## config.mk

```make
export PLATFORM = sky130hd
export DESIGN_NAME = unit_control_mc_flat
export DESIGN_NICKNAME = d
export VERILOG_FILES = /design/src/rtl/unit_control_mc_if.sv /design/src/rtl/unit_control_mc.sv /design/src/flat_wrapper.sv
export SDC_FILE = /design/constraint.sdc
export NUM_CORES = 1
export LEC_CHECK = 0
export ABC_AREA = 1
export CORE_AREA = 2 2 73 89
export DETAILED_ROUTE_END_ITERATION = 10
export DIE_AREA = 0 0 75 91
export GPL_ROUTABILITY_DRIVEN = 1
export PLACE_DENSITY = 0.56
export SLEW_MARGIN = 0
export SYNTH_ARGS = -nofsm -noshare
export SYNTH_HDL_FRONTEND = slang
export SYNTH_SLANG_ARGS = --single-unit
```

## constraint.sdc

```tcl
create_clock -name CLK -period 2.2 [get_ports CLK]
set_input_delay 0.66 -clock CLK [delete_from_list [all_inputs] [get_ports CLK]]
set_output_delay 0.66 -clock CLK [all_outputs]
set_load 0.03 [all_outputs]
```

## src/rtl/unit_control_mc_if.sv

```systemverilog
// Control/handshake bundle between the multicycle control unit and the datapath and memories.
// The instruction-class field is ins_type because "type" is a reserved word in SystemVerilog.
interface unit_control_mc_if #(
    parameter int unsigned OP_W = 5,
    parameter int unsigned TF_W = 3,
    parameter int unsigned RF_W = 3
);
    logic [2:0]      ins_type;
    logic [OP_W-1:0] op;
    logic            im_ready;
    logic            dm_ready;
    logic            tf_true;

    logic [OP_W-1:0] OP_ALU;
    logic [TF_W-1:0] OP_TF;
    logic            OP_SE;
    logic            W_PC;
    logic            S_MXPC;
    logic            W_IM;
    logic            W_DM;
    logic            R_DM;
    logic            W_RB;
    logic [RF_W-1:0] W_RF;
    logic [1:0]      S_MXRB;
    logic            S_MXSE;
    logic            illegal;
    logic            fault;
    logic            retire;

    modport master (
        input  ins_type, op, im_ready, dm_ready, tf_true,
        output OP_ALU, OP_TF, OP_SE, W_PC, S_MXPC, W_IM, W_DM, R_DM,
               W_RB, W_RF, S_MXRB, S_MXSE, illegal, fault, retire
    );

    modport slave (
        output ins_type, op, im_ready, dm_ready, tf_true,
        input  OP_ALU, OP_TF, OP_SE, W_PC, S_MXPC, W_IM, W_DM, R_DM,
               W_RB, W_RF, S_MXRB, S_MXSE, illegal, fault, retire
    );
endinterface

```

## src/rtl/unit_control_mc.sv

```systemverilog
// Multicycle control unit: IF/ID/EX/MEM/WB sequencing with memory wait states,
// a sticky timeout fault, conditional PC write on branches and illegal-type detection.
module unit_control_mc #(
    parameter int unsigned     OP_W    = 5,
    parameter int unsigned     TF_W    = 3,
    parameter int unsigned     RF_W    = 3,
    parameter int unsigned     TIMEOUT = 15,
    parameter logic [TF_W-1:0] LINK_TF = TF_W'(3'b011)
) (
    input logic              CLK,
    input logic              RESET,
    unit_control_mc_if.master bus
);
    localparam int unsigned    CntW    = $clog2(TIMEOUT + 1);
    localparam logic [CntW-1:0] CntLast = CntW'(TIMEOUT - 1);

    typedef enum logic [2:0] {StIf, StId, StEx, StMem, StWb, StFault} state_e;

    typedef struct packed {
        logic [OP_W-1:0] op_alu;
        logic [TF_W-1:0] op_tf;
        logic            op_se;
        logic            s_mxse;
        logic            w_rb;
        logic [RF_W-1:0] w_rf;
        logic [1:0]      s_mxrb;
        logic            w_dm;
        logic            r_dm;
        logic            branch;
        logic            is_mem;
    } ctrl_t;

    function automatic ctrl_t ctrl_nop();
        ctrl_t c;
        c       = '0;
        c.op_tf = '1;
        return c;
    endfunction

    state_e          state_q, state_d;
    ctrl_t           cw_q, cw_d, dec;
    logic [CntW-1:0] cnt_q, cnt_d;
    logic            pc_wr_q;
    logic            dec_ok;
    logic            fetch_ok;
    logic [TF_W-1:0] tf_dec;

    // A PC write in the previous cycle blocks fetch for one cycle so W_PC never repeats.
    assign fetch_ok = bus.im_ready && !pc_wr_q;

    always_comb begin
        dec    = ctrl_nop();
        dec_ok = 1'b1;
        tf_dec = TF_W'({bus.op[2], bus.op[3], bus.op[4]});
        case (bus.ins_type)
            3'b001: begin
                dec.op_alu = bus.op;
                dec.w_rb   = 1'b1;
                dec.s_mxrb = 2'b10;
                if (bus.op == '1)                    dec.w_rf = RF_W'(3'b000);
                else if (bus.op == OP_W'(5'b10000))  dec.w_rf = RF_W'(3'b001);
                else if (bus.op[4:3] == 2'b01)       dec.w_rf = RF_W'(3'b011);
                else if (bus.op[4:3] == 2'b00)       dec.w_rf = RF_W'(3'b100);
                else                                 dec.w_rf = RF_W'(3'b010);
            end
            3'b010: begin
                dec.op_alu = bus.op;
                dec.op_se  = 1'b1;
                dec.s_mxse = 1'b1;
                dec.w_rb   = 1'b1;
                dec.s_mxrb = 2'b10;
            end
            3'b100: begin
                dec.is_mem = 1'b1;
                if (bus.op[4]) begin
                    dec.w_dm = 1'b1;
                end else begin
                    dec.r_dm   = 1'b1;
                    dec.w_rb   = 1'b1;
                    dec.s_mxrb = 2'b01;
                end
            end
            3'b000, 3'b110: begin
                dec.op_alu = OP_W'(5'b10011);
                dec.op_tf  = tf_dec;
                dec.branch = 1'b1;
                dec.s_mxse = (bus.ins_type == 3'b000);
                if (bus.ins_type == 3'b110 && tf_dec == LINK_TF) begin
                    dec.w_rb   = 1'b1;
                    dec.s_mxrb = 2'b00;
                end
            end
            default: dec_ok = 1'b0;
        endcase
    end

    always_ff @(posedge CLK) begin
        if (RESET) begin
            state_q <= StIf;
            cw_q    <= ctrl_nop();
            cnt_q   <= '0;
            pc_wr_q <= 1'b0;
        end else begin
            state_q <= state_d;
            cw_q    <= cw_d;
            cnt_q   <= cnt_d;
            pc_wr_q <= bus.W_PC;
        end
    end

    always_comb begin
        state_d = state_q;
        cw_d    = cw_q;
        cnt_d   = cnt_q;
        case (state_q)
            StIf: if (fetch_ok) state_d = StId;
            StId: begin
                cw_d    = dec_ok ? dec : ctrl_nop();
                state_d = dec_ok ? StEx : StIf;
            end
            StEx: begin
                cnt_d   = '0;
                state_d = cw_q.is_mem ? StMem : StWb;
            end
            StMem: begin
                // dm_ready takes precedence over a timeout on the same cycle.
                if (bus.dm_ready) begin
                    cnt_d   = '0;
                    state_d = StWb;
                end else begin
                    cnt_d = cnt_q + CntW'(1);
                    if (cnt_q == CntLast) state_d = StFault;
                end
            end
            StWb:    state_d = StIf;
            StFault: state_d = StFault;
            default: state_d = StIf;
        endcase
    end

    always_comb begin
        bus.OP_ALU  = '0;
        bus.OP_TF   = '1;
        bus.OP_SE   = 1'b0;
        bus.W_PC    = 1'b0;
        bus.S_MXPC  = 1'b0;
        bus.W_IM    = 1'b0;
        bus.W_DM    = 1'b0;
        bus.R_DM    = 1'b0;
        bus.W_RB    = 1'b0;
        bus.W_RF    = '0;
        bus.S_MXRB  = 2'b00;
        bus.S_MXSE  = 1'b0;
        bus.illegal = 1'b0;
        bus.fault   = 1'b0;
        bus.retire  = 1'b0;
        case (state_q)
            StIf: begin
                bus.W_IM = fetch_ok;
                bus.W_PC = fetch_ok;
            end
            StId: bus.illegal = !dec_ok;
            StEx, StMem: begin
                bus.OP_ALU = cw_q.op_alu;
                bus.OP_TF  = cw_q.op_tf;
                bus.OP_SE  = cw_q.op_se;
                bus.S_MXSE = cw_q.s_mxse;
                if (state_q == StMem) begin
                    // A reset arriving mid-access squashes the store immediately.
                    bus.W_DM = cw_q.w_dm && !RESET;
                    bus.R_DM = cw_q.r_dm;
                end
            end
            StWb: begin
                bus.W_RB   = cw_q.w_rb;
                bus.W_RF   = cw_q.w_rf;
                bus.S_MXRB = cw_q.s_mxrb;
                bus.retire = 1'b1;
                if (cw_q.branch && bus.tf_true) begin
                    bus.W_PC   = 1'b1;
                    bus.S_MXPC = 1'b1;
                end
            end
            StFault: bus.fault = 1'b1;
            default: ;
        endcase
    end
endmodule

```

## src/flat_wrapper.sv

```systemverilog
// flat-port wrapper written by rule: the top's interface ports become plain ports
module unit_control_mc_flat 
#(
    parameter int unsigned     OP_W    = 5,
    parameter int unsigned     TF_W    = 3,
    parameter int unsigned     RF_W    = 3,
    parameter int unsigned     TIMEOUT = 15,
    parameter logic [TF_W-1:0] LINK_TF = TF_W'(3'b011)
)
  (CLK, RESET, bus_ins_type, bus_op, bus_im_ready, bus_dm_ready, bus_tf_true, bus_OP_ALU, bus_OP_TF, bus_OP_SE, bus_W_PC, bus_S_MXPC, bus_W_IM, bus_W_DM, bus_R_DM, bus_W_RB, bus_W_RF, bus_S_MXRB, bus_S_MXSE, bus_illegal, bus_fault, bus_retire);
  unit_control_mc_if #(.OP_W(OP_W), .TF_W(TF_W), .RF_W(RF_W)) bus_i ();
  input logic CLK;
  input logic RESET;
  input wire logic [$bits(bus_i.ins_type)-1:0] bus_ins_type;
  input wire logic [$bits(bus_i.op)-1:0] bus_op;
  input wire logic [$bits(bus_i.im_ready)-1:0] bus_im_ready;
  input wire logic [$bits(bus_i.dm_ready)-1:0] bus_dm_ready;
  input wire logic [$bits(bus_i.tf_true)-1:0] bus_tf_true;
  output wire logic [$bits(bus_i.OP_ALU)-1:0] bus_OP_ALU;
  output wire logic [$bits(bus_i.OP_TF)-1:0] bus_OP_TF;
  output wire logic [$bits(bus_i.OP_SE)-1:0] bus_OP_SE;
  output wire logic [$bits(bus_i.W_PC)-1:0] bus_W_PC;
  output wire logic [$bits(bus_i.S_MXPC)-1:0] bus_S_MXPC;
  output wire logic [$bits(bus_i.W_IM)-1:0] bus_W_IM;
  output wire logic [$bits(bus_i.W_DM)-1:0] bus_W_DM;
  output wire logic [$bits(bus_i.R_DM)-1:0] bus_R_DM;
  output wire logic [$bits(bus_i.W_RB)-1:0] bus_W_RB;
  output wire logic [$bits(bus_i.W_RF)-1:0] bus_W_RF;
  output wire logic [$bits(bus_i.S_MXRB)-1:0] bus_S_MXRB;
  output wire logic [$bits(bus_i.S_MXSE)-1:0] bus_S_MXSE;
  output wire logic [$bits(bus_i.illegal)-1:0] bus_illegal;
  output wire logic [$bits(bus_i.fault)-1:0] bus_fault;
  output wire logic [$bits(bus_i.retire)-1:0] bus_retire;
  assign bus_i.ins_type = bus_ins_type;
  assign bus_i.op = bus_op;
  assign bus_i.im_ready = bus_im_ready;
  assign bus_i.dm_ready = bus_dm_ready;
  assign bus_i.tf_true = bus_tf_true;
  assign bus_OP_ALU = bus_i.OP_ALU;
  assign bus_OP_TF = bus_i.OP_TF;
  assign bus_OP_SE = bus_i.OP_SE;
  assign bus_W_PC = bus_i.W_PC;
  assign bus_S_MXPC = bus_i.S_MXPC;
  assign bus_W_IM = bus_i.W_IM;
  assign bus_W_DM = bus_i.W_DM;
  assign bus_R_DM = bus_i.R_DM;
  assign bus_W_RB = bus_i.W_RB;
  assign bus_W_RF = bus_i.W_RF;
  assign bus_S_MXRB = bus_i.S_MXRB;
  assign bus_S_MXSE = bus_i.S_MXSE;
  assign bus_illegal = bus_i.illegal;
  assign bus_fault = bus_i.fault;
  assign bus_retire = bus_i.retire;
  unit_control_mc #(.OP_W(OP_W), .TF_W(TF_W), .RF_W(RF_W), .TIMEOUT(TIMEOUT), .LINK_TF(LINK_TF)) u_core (.CLK(CLK), .RESET(RESET), .bus(bus_i));
endmodule
```

==> flow_summary.ini, run 1 <==
[status]
status = complete, no violations

[cells_and_area]
postLayoutCellArea_um2 = 1980
fill_cells = 640
finish.net_count = 284
layout-area-overhead-vs-synth_pct = 37.5
drive_gt1_share_pct = 19.4
num_antenna_cells = 0

[power_and_ir_drop]
power_density_nw_per_um2 = 585
swShare_pct = 30.0
leakagePower_uw = 0.000850
p_seq_share_pct = 47.9
pwr-share-comb_pct = 25.2
power_uw = 1160
intPower_uw = 810
power_frac_clock_pct = 26.9
p_sw_uw = 347
vdd_drop_max_mv = 0.187

[placed_design]
post_dp_cell_area_um2 = 1930
gp_congestion = 0.856
post-dp-hpwl_um = 2800
post-place-ws_ps = -29.6
port_buffers = 36

[global_route]
grt_max_degree = 21
overflow = 0
groute.usage.overall_pct = 10.9
grt_pass1_wl_um = 6060
antenna_found_initial = 0
grt_pass1_vias = 1444

[logic_synthesis]
syn_area_um2 = 1440
synth_edf_count = 0
synthArstFlopShare_pct = 0
synth.avg_cell_area_um2 = 6.54
synth_cell_type_count = 26
syn_nets = 235
synth_top_flop_cell = dfxtp_1
synth_warnings = 0
syn_inst = 220
yosysSeqAreaShare_pct = 39.0
ys_ff_latch = 28

[detailed_routing]
wl_met1_um = 1590
routed_via_density = 4.28
drtAntennaViolNets = 0
route.met3.wl_um = 160
top_layer = met4
drt_wl_total_um = 3550
drt_iter0_markers = 89
dr.pass1.iters = 4
post_drt_wl_per_cell_um = 10.1
vias = 1498
wl_met2_um = 1770
drc = 0

[timing]
fin_crit_ps = 2140
max_freq_mhz = 467
whs_ps = 469
finalHoldViolCount = 0
skew_ps = 6.96
setup_ws_ps = 58.0
rsz0062_at_grt = no
worst_pin_slew_ps = 413
maxSlewHeadroom_pct = 72.2
setup_viol = 0
fin_tns_setup_ps = 0
slew_viol_final = 0
fin_crit_sh_pct = 97.4

[clock_tree]
cts_root_buffer = clkbuf_8
cts.sinks = 28
cts_tree = done
htree_levels = 1
cts.reportedPaths.clkPinSlew_ps = 90
cts_setup_buffers = 0
cts_buffers = 3
clk-insertion-delay-late_ps = 270
cts_buffer_depth = 2
holdBufCountCts = 0

[die]
die-width_um = 75
dieArea_um2 = 6830
core_area_um2 = 5930
die_h_um = 91
ios = 37
rows = 31
start_util_pct = 24.2

[critical_path]
path_class = primary input to output port
path_cells = clkdlybuf4s50_1, nand3_1, nand2_1, buf_6
required_ps = 1540
cp_max_fo = 3
cpMaxStageDelayCell = clkdlybuf4s50_1
cp.arrival_ps = 1480
slowest_delay_ps = 480
start_kind = primary input
end_kind = output port

[flow_run]
drv_cap = 0

[min_path]
hold_path.class = flip-flop to flip-flop
-- cells in the final DEF (no fill, tap or decap) --
cell type        instances
o22ai_1                  4
inv_4                    1
or2_2                    3
o211ai_1                 1
nand3b_1                 1
dlygate4sd2_1            3
buf_4                   32
nor2_1                  38
dfxtp_1                 28
clkdlybuf4s15_1          2
nand3_1                 16
nor3_1                   2
a22oi_1                  1
nand2_1                 46
a21oi_1                 22
clkbuf_8                 4
clkbuf_2                 2
nor4_1                   1
o21ai_0                  5
xnor2_1                  1
clkdlybuf4s50_1          8
nor2_2                   2
xor2_1                   1
nand2_2                  2
inv_1                   32
dlymetal6s2s_1           2
nor2_4                   2
inv_2                    2
buf_6                    1
nor3_2                   1
ha_1                     2
-- critical path: cells and delay by family --
family | cells | cell delay (ps)
buffers and inverters | 2 | 610
and+or+nand+nor | 2 | 220
-- cell usage after synthesis, types with 2 or more instances --
library cell | instances | area share (%)
clkbuf_1 | 2 | 0.52
ha_1 | 2 | 1.7
nor2_2 | 2 | 0.87
or2_2 | 3 | 1.3
nand3_1 | 16 | 5.6
dfxtp_1 | 28 | 39
o22ai_1 | 4 | 1.7
nor2_1 | 38 | 9.9
nor2_4 | 2 | 1.6
nand2_1 | 47 | 12
o21ai_0 | 5 | 1.7
a21oi_1 | 22 | 7.7
nor3_1 | 3 | 1.0
buf_4 | 2 | 1.0
inv_1 | 33 | 8.6
-- stage by stage --
step	instances	util (%)
after global placement	346	32.4
after CTS	350	33.2
final	350	33.3
after detailed placement	346	32.4
after global routing	350	33.3
after floorplan	220	-
-- layer usage --
| layer | up-vias | GRT usage [%] |
|---|---|---|
| met3 | 2 | 1.78 |
| li1 | 781 | - |
| met5 | - | 0 |
| met1 | 689 | 14.0 |
| met4 | 0 | 2.23 |
| met2 | 26 | 18.7 |
-- kinds of logic (layout without fill, tap and decap cells) --
logic type / after synthesis / in the layout / share of synthesized area, %
xor+xnor: 2 / 2 / 1.22
buf+inv: 41 / 89 / 12.0
fa+ha+maj: 2 / 2 / 1.74
simple gates: 114 / 114 / 33.9
flops: 28 / 28 / 39.0
compound gates: 33 / 33 / 12.2
-- power by group through the flow --
| stage | logic, µW | registers [µW] | clock network (µW) |
|---|---|---|---|
| final | 292 | 554 | 311 |
| after global routing | 334 | 558 | 341 |
| after CTS | 293 | 555 | 322 |
| after detailed placement | 295 | 566 | 0 |
| after global placement | 292 | 566 | 0 |
| after floorplan | 191 | 566 | 0 |
-- layout make-up --
cell class	count	area [µm²]	area share [%]
timing repair buffer	50	413	20.9
tap	82	103	5.19
sequential	28	561	28.3
inverter	35	134	6.77
multi-input combinational	151	713	36.1
clock buffer	4	55.1	2.78
-- flip-flops by register name, summed over array words and instances (netlist names) --
signal / cells
u_core.cw_q: 20
u_core.state_q: 3
u_core.pc_wr_q: 1
u_core.cnt_q: 4
-- timing repair --
action	CTS	global route
pin swaps	1	2
resized for setup	7	11
setup endpoints to repair	6	7
-- path summary, 6_finish.rpt --
path | depth (start not counted) | to | slack, ps | from
setup / recovery | 4 | bus_W_PC | 60 | bus_im_ready
hold / removal | 2 | u_core.cw_q[10]$_SDFFE_PP0N_ | 470 | u_core.cw_q[10]$_SDFFE_PP0N_
setup reg to reg | 6 | u_core.cw_q[12]$_SDFFE_PP1N_ | 820 | u_core.state_q[2]$_SDFFE_PP0P_
hold reg to reg | 2 | u_core.cw_q[10]$_SDFFE_PP0N_ | 470 | u_core.cw_q[10]$_SDFFE_PP0N_
Note: power is estimated with default switching activity, not from simulation.
==> run 2, diff against run 1 <==
CORE_AREA = 2 2 83 77   (was 2 2 73 89)
DIE_AREA = 0 0 85 79   (was 0 0 75 91)
PLACE_DENSITY = 0.57   (was 0.56)
clock period = 2.28 ns   (was 2.2 ns; I/O delays follow)
==> flow_summary.ini, run 2 (synthesized netlist as in run 1, its figures left out) <==
[critical_path]
path_class = primary input to output port
start_kind = primary input
end_kind = output port
required_ps = 1600
cp_max_fo = 2
cp.arrival_ps = 1550

[clock_tree]
cts.reportedPaths.clkPinSlew_ps = 90
cts_buffers = 3
holdBufCountCts = 0
cts_tree = done
htree_levels = 1
cts_root_buffer = clkbuf_8
cts_buffer_depth = 2
cts.sinks = 28
clk-insertion-delay-late_ps = 280

[timing]
slew_viol_final = 0
rsz0062_at_grt = yes
setup_viol = 0
skew_ps = 4.82
fin_tns_setup_ps = 0
fin_crit_sh_pct = 98.0
maxSlewHeadroom_pct = 69.3
fin_crit_ps = 2230
finalHoldViolCount = 0
whs_ps = 456
max_freq_mhz = 447
worst_pin_slew_ps = 458

[placed_design]
port_buffers = 36
post-dp-hpwl_um = 2710
dp.cells = 333
gp_congestion = 0.881

[global_route]
antenna_found_initial = 0
grt_max_degree = 21
grt_pass1_vias = 1326
overflow = 0
groute.usage.overall_pct = 11.0
grt_pass1_wl_um = 6070

[power_and_ir_drop]
swShare_pct = 30.5
pwr-share-comb_pct = 24.1
power_frac_clock_pct = 27.6
leakagePower_uw = 0.000846
power_density_nw_per_um2 = 571
intPower_uw = 774
p_seq_share_pct = 48.3
p_sw_uw = 340
vdd_drop_max_mv = 0.325

[cells_and_area]
largest_register_ffs = 20
num_antenna_cells = 0
reg_top3 = u_core.cw_q: 20 flops, u_core.cnt_q: 4 flops, u_core.state_q: 3 flops
fin_util_pct = 33.0
final_cell_mix = nand2_1 (45), nor2_1 (37), inv_1 (32)
finish.net_count = 281
largest-register = u_core.cw_q
fin_cells = 337
drive_gt1_share_pct = 17.7
layout-area-overhead-vs-synth_pct = 35.6
final_common_cell = nand2_1

[die]
core_area_um2 = 5910
rows = 27
die_h_um = 79
dieArea_um2 = 6720
ios = 37
die-width_um = 85
start_util_pct = 24.3

[status]
status = complete, no violations

[detailed_routing]
drt_iter0_markers = 88
drtAntennaViolNets = 0
drt_wl_total_um = 3530
routed_via_density = 4.21
drc = 0
post_drt_wl_per_cell_um = 10.5
vias = 1418
dr.pass1.iters = 4

[min_path]
hold_path.class = flip-flop to flip-flop

[flow_run]
drv_cap = 0
==> run 2: power by group through the flow <==
stage          Sequential, µW  Clock [µW]  Combinational (µW)
2_1_floorplan             546           0                 183
4_1_cts                   538         319                 269
3_5_place_dp              549           0                 270
6_report                  539         308                 268
5_1_grt                   543         334                 302
3_3_place_gp              549           0                 267
==> run 2: path summary, 6_finish.rpt <==
path | start | to | slack [ps] | depth (start not counted)
max | RESET | bus_W_DM | 50 | 5
min | u_core.cw_q[10]$_SDFFE_PP0N_ | u_core.cw_q[10]$_SDFFE_PP0N_ | 460 | 2
max reg2reg | u_core.state_q[2]$_SDFFE_PP0P_ | u_core.cw_q[14]$_SDFFE_PP1N_ | 840 | 6
min reg2reg | u_core.cw_q[10]$_SDFFE_PP0N_ | u_core.cw_q[10]$_SDFFE_PP0N_ | 460 | 2
==> run 2: timing repair <==
item	in CTS	in global routing
gates resized for setup	10	9
cloned	0	0
pin swaps	1	1
setup buffers	0	0
setup endpoints to repair	10	15
==> run 2: cell type report <==
| class | count | area [µm²] |
|---|---|---|
| repair buffers | 47 | 393 |
| flip-flops and latches | 28 | 561 |
| multi-input cells | 151 | 718 |
| inverters | 35 | 134 |
| clock buffers | 4 | 55.1 |
| fillers | 652 | 3960 |
| well taps | 72 | 90.1 |
==> run 2: worst max-delay path, cell delays in order <==
cell and delay (ps):
clkdlybuf4s50_1 430, inv_1 80, nand2_1 80, nor2_2 120, buf_6 150
==> run 2: per-stage QoR <==
stage / worst slack, ps / power (µW) / cell area, µm²
floorplan: 0.226 / 729 / 1440
CTS: 1.55 / 1130 / 1940
detailed placement: -10.9 / 819 / 1890
finish: 45.0 / 1110 / 1950
global route: -54.3 / 1180 / 1950
global placement: -44.3 / 816 / 1890
==> run 2: metal layers <==
metal | track usage [%] | wire, µm | part of all wire (%) | vias up
li1 | - | - | - | 780
met1 | 15.0 | 1750 | 50 | 606
met2 | 17.6 | 1540 | 44 | 30
met3 | 2.70 | 219 | 6.2 | 2
met4 | 2.38 | 15 | 0.43 | 0
met5 | 0 | 0 | 0 | -
==> run 3, diff against run 2 <==
CORE_AREA = 2 2 64 60   (was 2 2 83 77)
DIE_AREA = 0 0 66 62   (was 0 0 85 79)
PLACE_DENSITY = 0.82   (was 0.57)
SKIP_CTS_REPAIR_TIMING = 1   (was default)
==> flow_summary.ini, run 3 (synthesized netlist as in run 1, its figures left out) <==
[critical_path]
cp.arrival_ps = 1550
r2r_setup_slack_ps = 850
startpoint = bus_ins_type[0]
start_kind = primary input
required_ps = 1600
end_kind = output port
cp_max_fo = 2
path_class = primary input to output port
reg2reg_depth = 6
reg2reg_to = u_core.cw_q[13]$_SDFFE_PP1N_
r2r-start = u_core.state_q[2]$_SDFFE_PP0P_

[global_route]
grt_pass1_vias = 1291
groute.usage.overall_pct = 17.4
grt_pass1_wl_um = 5530
grt_max_degree = 21
antenna_found_initial = 0
overflow = 0

[clock_tree]
cts_tree = done
cts_buffers = 3
clk-insertion-delay-late_ps = 270
cts.sinks = 28
htree_levels = 1
cts_buffer_depth = 2
cts_root_buffer = clkbuf_8
cts.reportedPaths.clkPinSlew_ps = 90

[power_and_ir_drop]
leakagePower_uw = 0.00104
power_frac_clock_pct = 24.0
vdd_drop_max_mv = 0.328
pwr-share-comb_pct = 25.7
p_sw_uw = 326
swShare_pct = 30.4
p_seq_share_pct = 50.4
intPower_uw = 744
power_density_nw_per_um2 = 544
power_uw = 1070

[placed_design]
post-place-ws_ps = -131
port_buffers = 36
post-dp-hpwl_um = 2500
post_dp_cell_area_um2 = 1880
gp_congestion = 0.792

[timing]
setup_ws_ps = 45.1
rsz0062_at_grt = no
maxSlewHeadroom_pct = 72.0
worst_pin_slew_ps = 418
setup_viol = 0
finalHoldViolCount = 0
skew_ps = 3.82
slew_viol_final = 0
fin_crit_sh_pct = 98.0
max_freq_mhz = 447
fin_crit_ps = 2230

[cells_and_area]
postLayoutCellArea_um2 = 1970
finish.net_count = 282
largest_register_ffs = 20
final_common_cell = nand2_1
layout-area-overhead-vs-synth_pct = 36.7
final_cell_mix = nand2_1 (45), nor2_1 (38), inv_1 (31)
largest-register = u_core.cw_q
regArea_um2 = 561
reg_top3 = u_core.cw_q: 20 flops, u_core.cnt_q: 4 flops, u_core.state_q: 3 flops
multi_input_area_um2 = 716
drive_gt1_share_pct = 15.8
fill_cells = 352
num_antenna_cells = 0

[detailed_routing]
dr.pass1.iters = 5
routed_via_density = 4.68
drt_wl_total_um = 3270
post_drt_wl_per_cell_um = 10.5
drt_iter0_markers = 66
vias = 1455
drc = 0
drtAntennaViolNets = 0

[flow_run]
drv_cap = 0

[min_path]
min_to = u_core.cw_q[10]$_SDFFE_PP0N_
hold_start = u_core.cw_q[10]$_SDFFE_PP0N_
hold_path.class = flip-flop to flip-flop
hold_depth = 2

[die]
die_h_um = 62
die-width_um = 66
start_util_pct = 40.9
dieArea_um2 = 4090
core_area_um2 = 3520
rows = 21
ios = 37

[status]
status = complete, no violations
-- run 3: cell types whose count changed in the layout (fill, tap and decap cells not counted), sizes merged --
cell,delta
clkbuf,-2
dlygate4sd2,-9
dlymetal6s2s,+14
buf,-3
-- run 3: routing by layer --
metal	global-route usage, %	part of all wire (%)
met5	0	0
met4	5.83	0.49
met2	29.7	45
met1	22.4	49
met3	3.60	5.8
-- run 3: critical path: stages --
cell,delay [ps]
clkdlybuf4s50_1,480
inv_1,60
nor3_2,130
buf_4,190
-- run 3: cell type report --
cell class	instances	area share, %
multi-input combinational	151	36.4
clock buffer	3	2.10
sequential	28	28.5
tap	46	2.93
inverter	35	6.81
timing repair buffer	48	23.3
-- run 3: worst max-delay path by stage --
stage | endpoint | cells past startpoint
floorplan | bus_illegal | 3
global route | bus_W_PC | 4
finish | bus_illegal | 4
global placement | bus_illegal | 4
detailed placement | bus_illegal | 4
CTS | bus_W_RB | 6
-- run 3: power groups by stage --
stage	combinational (µW)	clock, µW	sequential [µW]
after floorplan	183	0	546
final	275	257	539
after detailed placement	272	0	550
after global routing	309	288	543
after global placement	268	0	548
after CTS	273	265	538
-- run 3: metrics by stage --
| stage | utilization, % | instances | hold slack (ps) | TNS, ps |
|---|---|---|---|---|
| final | 55.9 | 311 | 455 | 0 |
| after global routing | 55.9 | 311 | 479 | 0 |
| after CTS | 54.5 | 311 | 458 | -2190 |
| after detailed placement | 53.3 | 308 | 445 | -131 |
| after global placement | 53.3 | 308 | 441 | -166 |
| after floorplan | - | 220 | 430 | 0 |
